==> src/rtl/alu_pkg.sv <==
// Shared ALU definitions: data width, opcodes and the arbiter FSM state encoding.
package alu_pkg;

    localparam int unsigned ALU_W = 4;
    localparam int unsigned OP_W  = 3;

    localparam logic [OP_W-1:0] OP_ADD = 3'b000;
    localparam logic [OP_W-1:0] OP_SUB = 3'b001;
    localparam logic [OP_W-1:0] OP_AND = 3'b010;
    localparam logic [OP_W-1:0] OP_OR  = 3'b011;
    localparam logic [OP_W-1:0] OP_XOR = 3'b100;
    localparam logic [OP_W-1:0] OP_NOT = 3'b101;

    typedef enum logic [1:0] {
        IDLE = 2'd0,
        EXEC = 2'd1,
        RESP = 2'd2
    } state_t;

    // Opcodes past OP_NOT have no ALU function and are flagged as errors.
    function automatic logic op_illegal(input logic [OP_W-1:0] op);
        return op > OP_NOT;
    endfunction

endpackage

==> src/rtl/alu_4bit.sv <==
// 4-bit combinational ALU; carry doubles as borrow for subtraction.
module alu_4bit
    import alu_pkg::*;
(
    input  logic [ALU_W-1:0] A,
    input  logic [ALU_W-1:0] B,
    input  logic [OP_W-1:0]  con,
    output logic [ALU_W-1:0] Result,
    output logic             carry
);

    always_comb begin
        Result = '0;
        carry  = 1'b0;
        case (con)
            OP_ADD:  {carry, Result} = {1'b0, A} + {1'b0, B};
            OP_SUB:  {carry, Result} = {1'b0, A} - {1'b0, B};
            OP_AND:  Result = A & B;
            OP_OR:   Result = A | B;
            OP_XOR:  Result = A ^ B;
            OP_NOT:  Result = ~A;
            default: begin
                Result = '0;
                carry  = 1'b0;
            end
        endcase
    end

endmodule

==> src/rtl/alu_arbiter.sv <==
// Round-robin arbiter sharing one alu_4bit between NREQ valid/ready requesters,
// returning each result on a single id-tagged response channel.
module alu_arbiter
    import alu_pkg::*;
#(
    parameter int unsigned NREQ = 4,
    parameter int unsigned IDW  = 2
) (
    input  logic                   clk,
    input  logic                   rst_n,
    input  logic [NREQ-1:0]        req_valid,
    output logic [NREQ-1:0]        req_ready,
    input  logic [ALU_W*NREQ-1:0]  req_a,
    input  logic [ALU_W*NREQ-1:0]  req_b,
    input  logic [OP_W*NREQ-1:0]   req_op,
    output logic                   rsp_valid,
    input  logic                   rsp_ready,
    output logic [IDW-1:0]         rsp_id,
    output logic [ALU_W-1:0]       rsp_result,
    output logic                   rsp_carry,
    output logic                   rsp_err,
    output logic                   busy
);

    state_t             r_state;
    state_t             w_next_state;
    logic [IDW-1:0]     r_rr_ptr;
    logic [IDW-1:0]     r_gnt;
    logic [ALU_W-1:0]   r_a;
    logic [ALU_W-1:0]   r_b;
    logic [OP_W-1:0]    r_op;
    logic               r_rsp_valid;
    logic [IDW-1:0]     r_rsp_id;
    logic [ALU_W-1:0]   r_rsp_result;
    logic               r_rsp_carry;
    logic               r_rsp_err;
    logic               r_busy;

    logic               w_pick_vld;
    logic [IDW-1:0]     w_gnt;
    logic [IDW-1:0]     w_ptr_nxt;
    logic [ALU_W-1:0]   w_alu_res;
    logic               w_alu_carry;

    // First valid requester at or after ptr, wrapping modulo NREQ; MSB flags a hit.
    function automatic logic [IDW:0] rr_pick(input logic [NREQ-1:0] valid,
                                             input logic [IDW-1:0]  ptr);
        logic [IDW:0] res;
        int           idx;
        res = '0;
        for (int i = int'(NREQ) - 1; i >= 0; i--) begin
            idx = (int'(ptr) + i) % int'(NREQ);
            if (valid[idx]) res = {1'b1, IDW'(idx)};
        end
        return res;
    endfunction

    assign {w_pick_vld, w_gnt} = rr_pick(req_valid, r_rr_ptr);
    assign w_ptr_nxt = (w_gnt == IDW'(NREQ - 1)) ? '0 : w_gnt + 1'b1;

    always_ff @(posedge clk or negedge rst_n) begin
        if (!rst_n) r_state <= IDLE;
        else        r_state <= w_next_state;
    end

    always_comb begin
        w_next_state = r_state;
        req_ready    = '0;
        case (r_state)
            IDLE: begin
                if (w_pick_vld) begin
                    req_ready[w_gnt] = 1'b1;
                    w_next_state     = EXEC;
                end
            end
            EXEC:    w_next_state = RESP;
            RESP:    if (rsp_ready) w_next_state = IDLE;
            default: w_next_state = IDLE;
        endcase
    end

    // Operand latch, pointer update and response capture.
    always_ff @(posedge clk or negedge rst_n) begin
        if (!rst_n) begin
            r_rr_ptr     <= '0;
            r_gnt        <= '0;
            r_a          <= '0;
            r_b          <= '0;
            r_op         <= '0;
            r_rsp_valid  <= 1'b0;
            r_rsp_id     <= '0;
            r_rsp_result <= '0;
            r_rsp_carry  <= 1'b0;
            r_rsp_err    <= 1'b0;
            r_busy       <= 1'b0;
        end else begin
            r_busy <= (w_next_state != IDLE);
            case (r_state)
                IDLE: begin
                    if (w_pick_vld) begin
                        r_a      <= req_a[ALU_W*int'(w_gnt) +: ALU_W];
                        r_b      <= req_b[ALU_W*int'(w_gnt) +: ALU_W];
                        r_op     <= req_op[OP_W*int'(w_gnt) +: OP_W];
                        r_gnt    <= w_gnt;
                        r_rr_ptr <= w_ptr_nxt;
                    end
                end
                EXEC: begin
                    r_rsp_result <= w_alu_res;
                    r_rsp_carry  <= w_alu_carry;
                    r_rsp_err    <= op_illegal(r_op);
                    r_rsp_id     <= r_gnt;
                    r_rsp_valid  <= 1'b1;
                end
                RESP: begin
                    if (rsp_ready) r_rsp_valid <= 1'b0;
                end
                default: ;
            endcase
        end
    end

    alu_4bit u_alu (
        .A      (r_a),
        .B      (r_b),
        .con    (r_op),
        .Result (w_alu_res),
        .carry  (w_alu_carry)
    );

    assign rsp_valid  = r_rsp_valid;
    assign rsp_id     = r_rsp_id;
    assign rsp_result = r_rsp_result;
    assign rsp_carry  = r_rsp_carry;
    assign rsp_err    = r_rsp_err;
    assign busy       = r_busy;

endmodule
==> config.mk <==
export PLATFORM = sky130hd
export DESIGN_NAME = alu_arbiter
export DESIGN_NICKNAME = d
export VERILOG_FILES = /design/src/rtl/alu_pkg.sv /design/src/rtl/alu_4bit.sv /design/src/rtl/alu_arbiter.sv
export SDC_FILE = /design/constraint.sdc
export NUM_CORES = 1
export LEC_CHECK = 0
export CAP_MARGIN = 20
export CELL_PAD_IN_SITES_DETAIL_PLACEMENT = 0
export CELL_PAD_IN_SITES_GLOBAL_PLACEMENT = 1
export CORE_MARGIN = 2
export CORE_UTILIZATION = 35
export CTS_CLUSTER_DIAMETER = 40
export CTS_CLUSTER_SIZE = 12
export DETAILED_ROUTE_END_ITERATION = 12
export PLACE_DENSITY = 0.82
export SETUP_SLACK_MARGIN = 0.1
export SYNTH_ARGS = -nofsm -noshare
export SYNTH_HDL_FRONTEND = slang
export SYNTH_HIERARCHICAL = 1
export SYNTH_SLANG_ARGS = --single-unit
export TNS_END_PERCENT = 5
==> constraint.sdc <==
create_clock -name clk -period 2.25 [get_ports clk]
set_input_delay 0.45 -clock clk [delete_from_list [all_inputs] [get_ports clk]]
set_output_delay 0.45 -clock clk [all_outputs]
set_load 0.005 [all_outputs]
# Yosys cells after proc, flatten, opt, wreduce, memory -nomap -nowiden
# Cells that the tools add are included.
totals:
  reg_bits: 27
  output_inout_bits: 14
op_classes:
  shift: 3
  order_cmp: 7
  addsub: 6
  muxes: 27
  bitwise_logic: 7
  mul: 1
  n_eq_ne: 9
  reduce_logical: 10
op_table:
  columns: ["cell", "count"]
  rows:
  - ["variable part select 16 x 5 -> 4 bit", 2]
  - ["case mux 4 bit (6 select lines)", 1]
  - ["less-than comparator 3 x 4 -> 1 bit, second input constant", 3]
  - ["two-way mux 3 bit", 4]
  - ["variable part select 12 x 5 -> 3 bit", 1]
  - ["two-way mux 1 bit", 9]
  - ["binary-select mux 1 bit (select 2 bit)", 4]
  - ["two-way mux 4 bit", 2]
  - ["== test 3 x 2 -> 1 bit, second input constant", 2]
  - ["== test 3 bit, second input constant", 2]
  - ["less-than comparator 2 x 3 -> 1 bit, second input constant", 2]
  - ["two-way mux 2 bit", 3]
  - ["case mux 2 bit (3 select lines)", 1]
  - ["OR reduction 2 bit", 3]
  - ["adder 4 x 4 -> 5 bit", 1]
  - ["subtractor 4 x 4 -> 5 bit", 1]
  - ["adder 2 x 1 -> 2 bit, second input constant", 2]
  - ["adder 2 bit, second input constant", 2]
  - ["AND 4 bit", 1]
  - ["== test 2 bit, second input constant", 2]
  - ["multiplier 2 x 2 -> 4 bit, first input constant", 1]
  - ["inverter 4 bit", 1]
  - ["bitwise OR 4 bit", 1]
  - ["case mux 1 bit (2 select lines)", 2]
  - ["13 further kinds", 17]

# Longest topological paths before layout
logic_depth:
  word_depth: 16
  mapped_depth: 9

# By module
# The synthesis kept the hierarchy.
by_module_without_submodules:
  columns: ["mod", "area_each_um2", "cells_each", "instances", "seq_area_each_um2"]
  rows:
  - ["alu_arbiter", 1485.2, 132, 1, 675.6]
  - ["alu_4bit", 549.3, 74, 1, 0.0]

# Worst setup path before layout
# No wires, ideal clock.
synth_path:
  path_kind: "reg2reg"
  from: "reg r_a[1]"
  to: "reg r_rsp_result[3] (netlist: rsp_result[3])"
  setup_ps: 125
  n_path_buf: 0
  arrival_ps: 1921
  path_stages_with_launch: 8
  setup_slack_ps: 204
  path_cell_list: "dfrtp_1 -> inv_1 -> ha_1 -> a21oi_1 -> o21bai_1 -> a2111oi_0 -> o41ai_2 -> mux2_2"
synth_between:
  elab_chain_len: 2
  elab_cells_between_ends: 3
synth_lines:
  columns: ["item", "line_no", "rtl"]
  rows:
  - ["start, declared", "alu_arbiter.sv:29", "logic [ALU_W-1:0] r_a;"]
  - ["start signal, assigned", "alu_arbiter.sv:101", "r_a <= req_a[ALU_W*int'(w_gnt) +: ALU_W];"]
  - ["subtractor 4 x 4 -> 5 bit / adder 4 x 4 -> 5 bit (equally long branches)", "alu_4bit.sv:17, alu_4bit.sv:16", null]
  - ["case mux 4 bit (6 select lines) (*)", "alu_4bit.sv:15", "case (con)"]
  - ["via w_alu_res[3]", "alu_arbiter.sv:42", "logic [ALU_W-1:0] w_alu_res;"]
  - ["end signal, assigned", "alu_arbiter.sv:109", "r_rsp_result <= w_alu_res;"]
  - ["end, declared", "alu_arbiter.sv:34", "logic [ALU_W-1:0] r_rsp_result;"]
# Mark *: on every way through the listed nets, which the timed path passes. The rest lies on a longest branch.
# A chain may end at the register's enable or synchronous reset.

# Worst setup path in the final report
layout_path:
  from: "reg r_rr_ptr[0]"
  to: "out req_ready[2]"
layout_between:
  elab_chain_len: 14
  elab_cells_between_ends: 25
layout_lines:
  columns: ["item", "line_no", "rtl"]
  rows:
  - ["start, declared", "alu_arbiter.sv:27", "logic [IDW-1:0] r_rr_ptr;"]
  - ["start signal, assigned", "alu_arbiter.sv:105", "r_rr_ptr <= w_ptr_nxt;"]
  - ["adder 2 bit", "alu_arbiter.sv:52", "idx = (int'(ptr) + i) % int'(NREQ);"]
  - ["binary-select mux 1 bit (select 2 bit)", "alu_arbiter.sv:53", "if (valid[idx]) res = {1'b1, IDW'(idx)};"]
  - ["two-way mux 1 bit (implied by the code) (2 in series)", "alu_arbiter.sv:53", null]
  - ["two-way mux 3 bit (3 in series)", "alu_arbiter.sv:53", null]
  - ["two-way mux 3 bit (*)", "alu_arbiter.sv:53", null]
  - ["less-than comparator 2 x 3 -> 1 bit (implied by the code) / >= comparator 2 x 1 -> 1 bit (equally long branches)", "alu_arbiter.sv:72", "req_ready[w_gnt] = 1'b1;"]
  - ["logical AND 1 bit (implied by the code)", "alu_arbiter.sv:72", null]
  - ["two-way mux 1 bit (implied by the code)", "alu_arbiter.sv:72", null]
  - ["demux 1 bit (select 2 bit)", "alu_arbiter.sv:72", null]
  - ["two-way mux 4 bit (*)", "alu_arbiter.sv:71", "if (w_pick_vld) begin"]
  - ["two-way mux 4 bit (*)", "alu_arbiter.sv:69", "case (r_state)"]
  - ["end, declared", "alu_arbiter.sv:12", "output logic [NREQ-1:0] req_ready,"]
# Mark *: on every way between the ends. The rest lies on a longest branch, timed or not. The select of a mux whose other input is x is not followed.

==> flow_metrics.tcl <==
set metrics [dict create \
    clkPwrFrac 0.075 \
    wire_per_inst_um 13.6 \
    synthArstFlopShare 1.00 \
    report.final.slew_viol_count 0 \
    comb_power_share 0.659 \
    cts.path.max_buffers 2 \
    max_slew_margin 0.485 \
    crit_type "flip-flop to primary output" \
    min_from "r_gnt[0]$_DFFE_PN0P_" \
    antenna_found_initial 0 \
    max-cap-violations 0 \
    crit_required_ns 1.80 \
    m1WireLength_um 2330 \
    chipHeight_um 80.2 \
    cts_max_level 1 \
    routed_wl_um 4890 \
    syn-cell-area_um2 2030 \
    routabilityCongestion 0.842 \
    tritoncts "built" \
    yosysSeqAreaShare 0.332 \
    routed-wl-met2_um 2290 \
    dp_slack_ns -0.522 \
    powerDensity_nw_per_um2 1250 \
    hold_buffers 0 \
    drtAntennaViolNets 0 \
    n_antenna_cell 0 \
    worstPathMaxFanout 4 \
    avgSynthCellArea_um2 9.88 \
    clk_pin_slew_ns 0.09 \
    p_switching_uw 1590 \
    dp_cells 341 \
    clock_latency_ns 0.27 \
    viasPerCell 4.96 \
    overflow 0 \
    critPathCaptureType "primary output" \
    hold_viol_final 0 \
    hold_end "r_gnt[0]$_DFFE_PN0P_" \
    rsz0062_at_grt "yes" \
    power_frac_seq 0.266 \
    synth_nets 275 \
    route.met3.wl_um 214 \
    fin_util 0.534 \
    intPower_uw 2130 \
    leakage_uw 0.00136 \
    worstPathArrival_ns 1.74 \
    setup_viol 0 \
    swShare 0.428 \
    ios 65 \
    status "completed" \
    cts-root-buf "clkbuf_8" \
    io_buffers 64 \
    drtIter0Drc 61 \
    syn-instance-count 206 \
    synth-seq-cells 27 \
    drc 0 \
    grt_max_degree 28 \
    yosys_warnings 6 \
    worst_ir_drop_vdd_mv 0.643 \
    hold_depth 1 \
    clock-sinks 27 \
    grt_pass1_wl_um 8260 \
    dpl.hpwl_um 3620 \
    worst_slew_pin_slew_ns 0.770 \
    grt_pass1_vias 1771 \
    row_count 27 \
    min_period_over_period 0.973 \
    coreArea_um2 5570 \
    synth_edf_count 0 \
    cts_buffers 3 \
    r2r_cells 8 \
    final_layout_size_suffix_gt1_frac 0.245 \
    die_w_um 80.2 \
    setup_ws_ns 0.0613 \
    rrSetupSlack_ns 0.20 \
    final_cells 358 \
    vias 1776 \
    clock_skew_ns 0.00387 \
    r2r-end "rsp_result[2]$_DFFE_PN0P_" \
    finalSetupTns_ns 0 \
    nFillCells 530 \
    fmax_ghz 0.457 \
    top_layer_used "met4" \
    synth_ff_type "dfrtp_1" \
    worst_hold_path_type "flip-flop to flip-flop" \
    start_util 0.365 \
    area_growth_pct 46.2 \
    critPathLaunchType "flip-flop" \
    fp.dieArea_um2 6440 \
    dr.pass1.iters 4 \
    nNetsFinal 356 \
    synth_cell_types 42 \
    layout_min_cycle_time_ns 2.19 \
    track_usage 0.158 \
    rr_startpoint "r_a[0]$_DFFE_PN0P_" \
]
[registers in the layout (all words and copies together) (netlist names), 2 cells and up]
| register | cells |
|---|---|
| r_b | 4 |
| r_rr_ptr | 2 |
| rsp_id | 2 |
| rsp_result | 4 |
| r_op | 3 |
| r_a | 4 |
| r_gnt | 2 |
| r_state | 2 |
[kinds of logic after synthesis]
family                     Yosys count  share of synthesized area
and+or+nand+nor                     51                      0.125
buffers and inverters               33                     0.0953
muxes                               29                      0.147
DFF                                 27                      0.332
xor gates and xnor gates             1                    0.00431
AOI/OAI and AO/OA                   47                      0.178
adders and majority gates           18                      0.118
[final cells by class]
cell class	count	area [µm²]	area share
inverters	22	90.1	0.0303
multi-input cells	146	1260	0.425
repair buffers	87	810	0.272
clock inverters	1	5.00	0.00168
flip-flops and latches	27	676	0.227
clock buffers	3	41.3	0.0139
well taps	72	90.1	0.0303
[critical path, cell delays in order, from the launching register on]
cell	delay (ns)
dfrtp_1	0.40
nand2b_4	0.15
a21oi_2	0.05
a211o_1	0.34
buf_6	0.15
ha_4	0.14
and2_4	0.13
buf_6	0.11
[layout by cell type (no fill, tap or decap), drive strengths merged, types with 2 or more instances in the layout]
| master | count |
|---|---|
| nand2b | 4 |
| and2 | 4 |
| o221ai | 11 |
| nor3 | 4 |
| ha | 16 |
| nor2 | 11 |
| dfrtp | 27 |
| a21o | 2 |
| buf | 30 |
| a221o | 2 |
| a21oi | 9 |
| o21bai | 3 |
| nor2b | 5 |
| a2111oi | 2 |
| o21ai | 3 |
| inv | 22 |
| fa | 2 |
| mux2 | 7 |
| mux2i | 22 |
| clkdlybuf4s50 | 56 |
| clkbuf | 3 |
| nand2 | 21 |
| o22ai | 3 |
[repair_timing]
item / CTS / global route
endpoints found under the setup margin: 6 / 8
pin swaps: 7 / 8
resized for setup: 47 / 17
gates cloned: 0 / 0
setup buffers: 13 / 0
[worst max path at each step]
stage,startpoint,endpoint,slack [ns],cells past startpoint
floorplan,r_a[1]$_DFFE_PN0P_,rsp_result[3]$_DFFE_PN0P_,0.20,7
global placement,req_valid[1],req_ready[0],-0.48,8
detailed placement,req_valid[2],req_ready[0],-0.52,8
CTS,r_rr_ptr[0]$_DFFE_PN0P_,req_ready[1],0.08,8
global route,r_rr_ptr[0]$_DFFE_PN0P_,req_ready[1],-0.02,8
finish,r_rr_ptr[0]$_DFFE_PN0P_,req_ready[2],0.06,7
[synth_stat cells (2+ instances only)]
library cell	instances	area, µm²
a2111oi_0	2	17.5
a21o_1	2	15.0
a21oi_1	9	45.0
a221o_1	2	20.0
and2_1	4	25.0
buf_12	2	40.0
buf_6	4	45.0
clkbuf_1	5	18.8
dfrtp_1	27	676
fa_1	2	40.0
ha_1	16	200
inv_1	19	71.3
inv_2	2	7.51
mux2_2	7	78.8
mux2i_1	22	220
nand2_1	19	71.3
nand2_2	2	12.5
nand2b_1	3	18.8
nor2_1	11	41.3
nor2b_1	5	31.3
nor3_1	4	20.0
o21ai_0	3	15.0
o21bai_1	3	22.5
o221ai_1	11	96.3
o22ai_1	3	18.8
[per-layer routing]
metal	vias to the layer above	track usage
li1	893	-
met1	829	0.223
met2	50	0.256
met3	4	0.0213
met4	0	0.0373
met5	-	0
[power by group through the flow]
stage          sequential [µW]  clock, µW  combinational, µW
2_1_floorplan              904          0               1620
3_3_place_gp               983          0               2120
3_5_place_dp               994          0               2150
4_1_cts                    987        284               2320
5_1_grt                   1040        307               2730
6_report                   992        279               2460
[metrics by stage]
stage                     power [µW]  instance area, µm²  hold WS (ns)
final                           3730                2980         0.483
after global routing            4080                2980         0.511
after CTS                       3590                2920         0.484
after detailed placement        3150                2740         0.463
after global placement          3100                2740         0.456
after floorplan                 2520                2030         0.154
No activity file was read; power rests on OpenSTA's default activity.
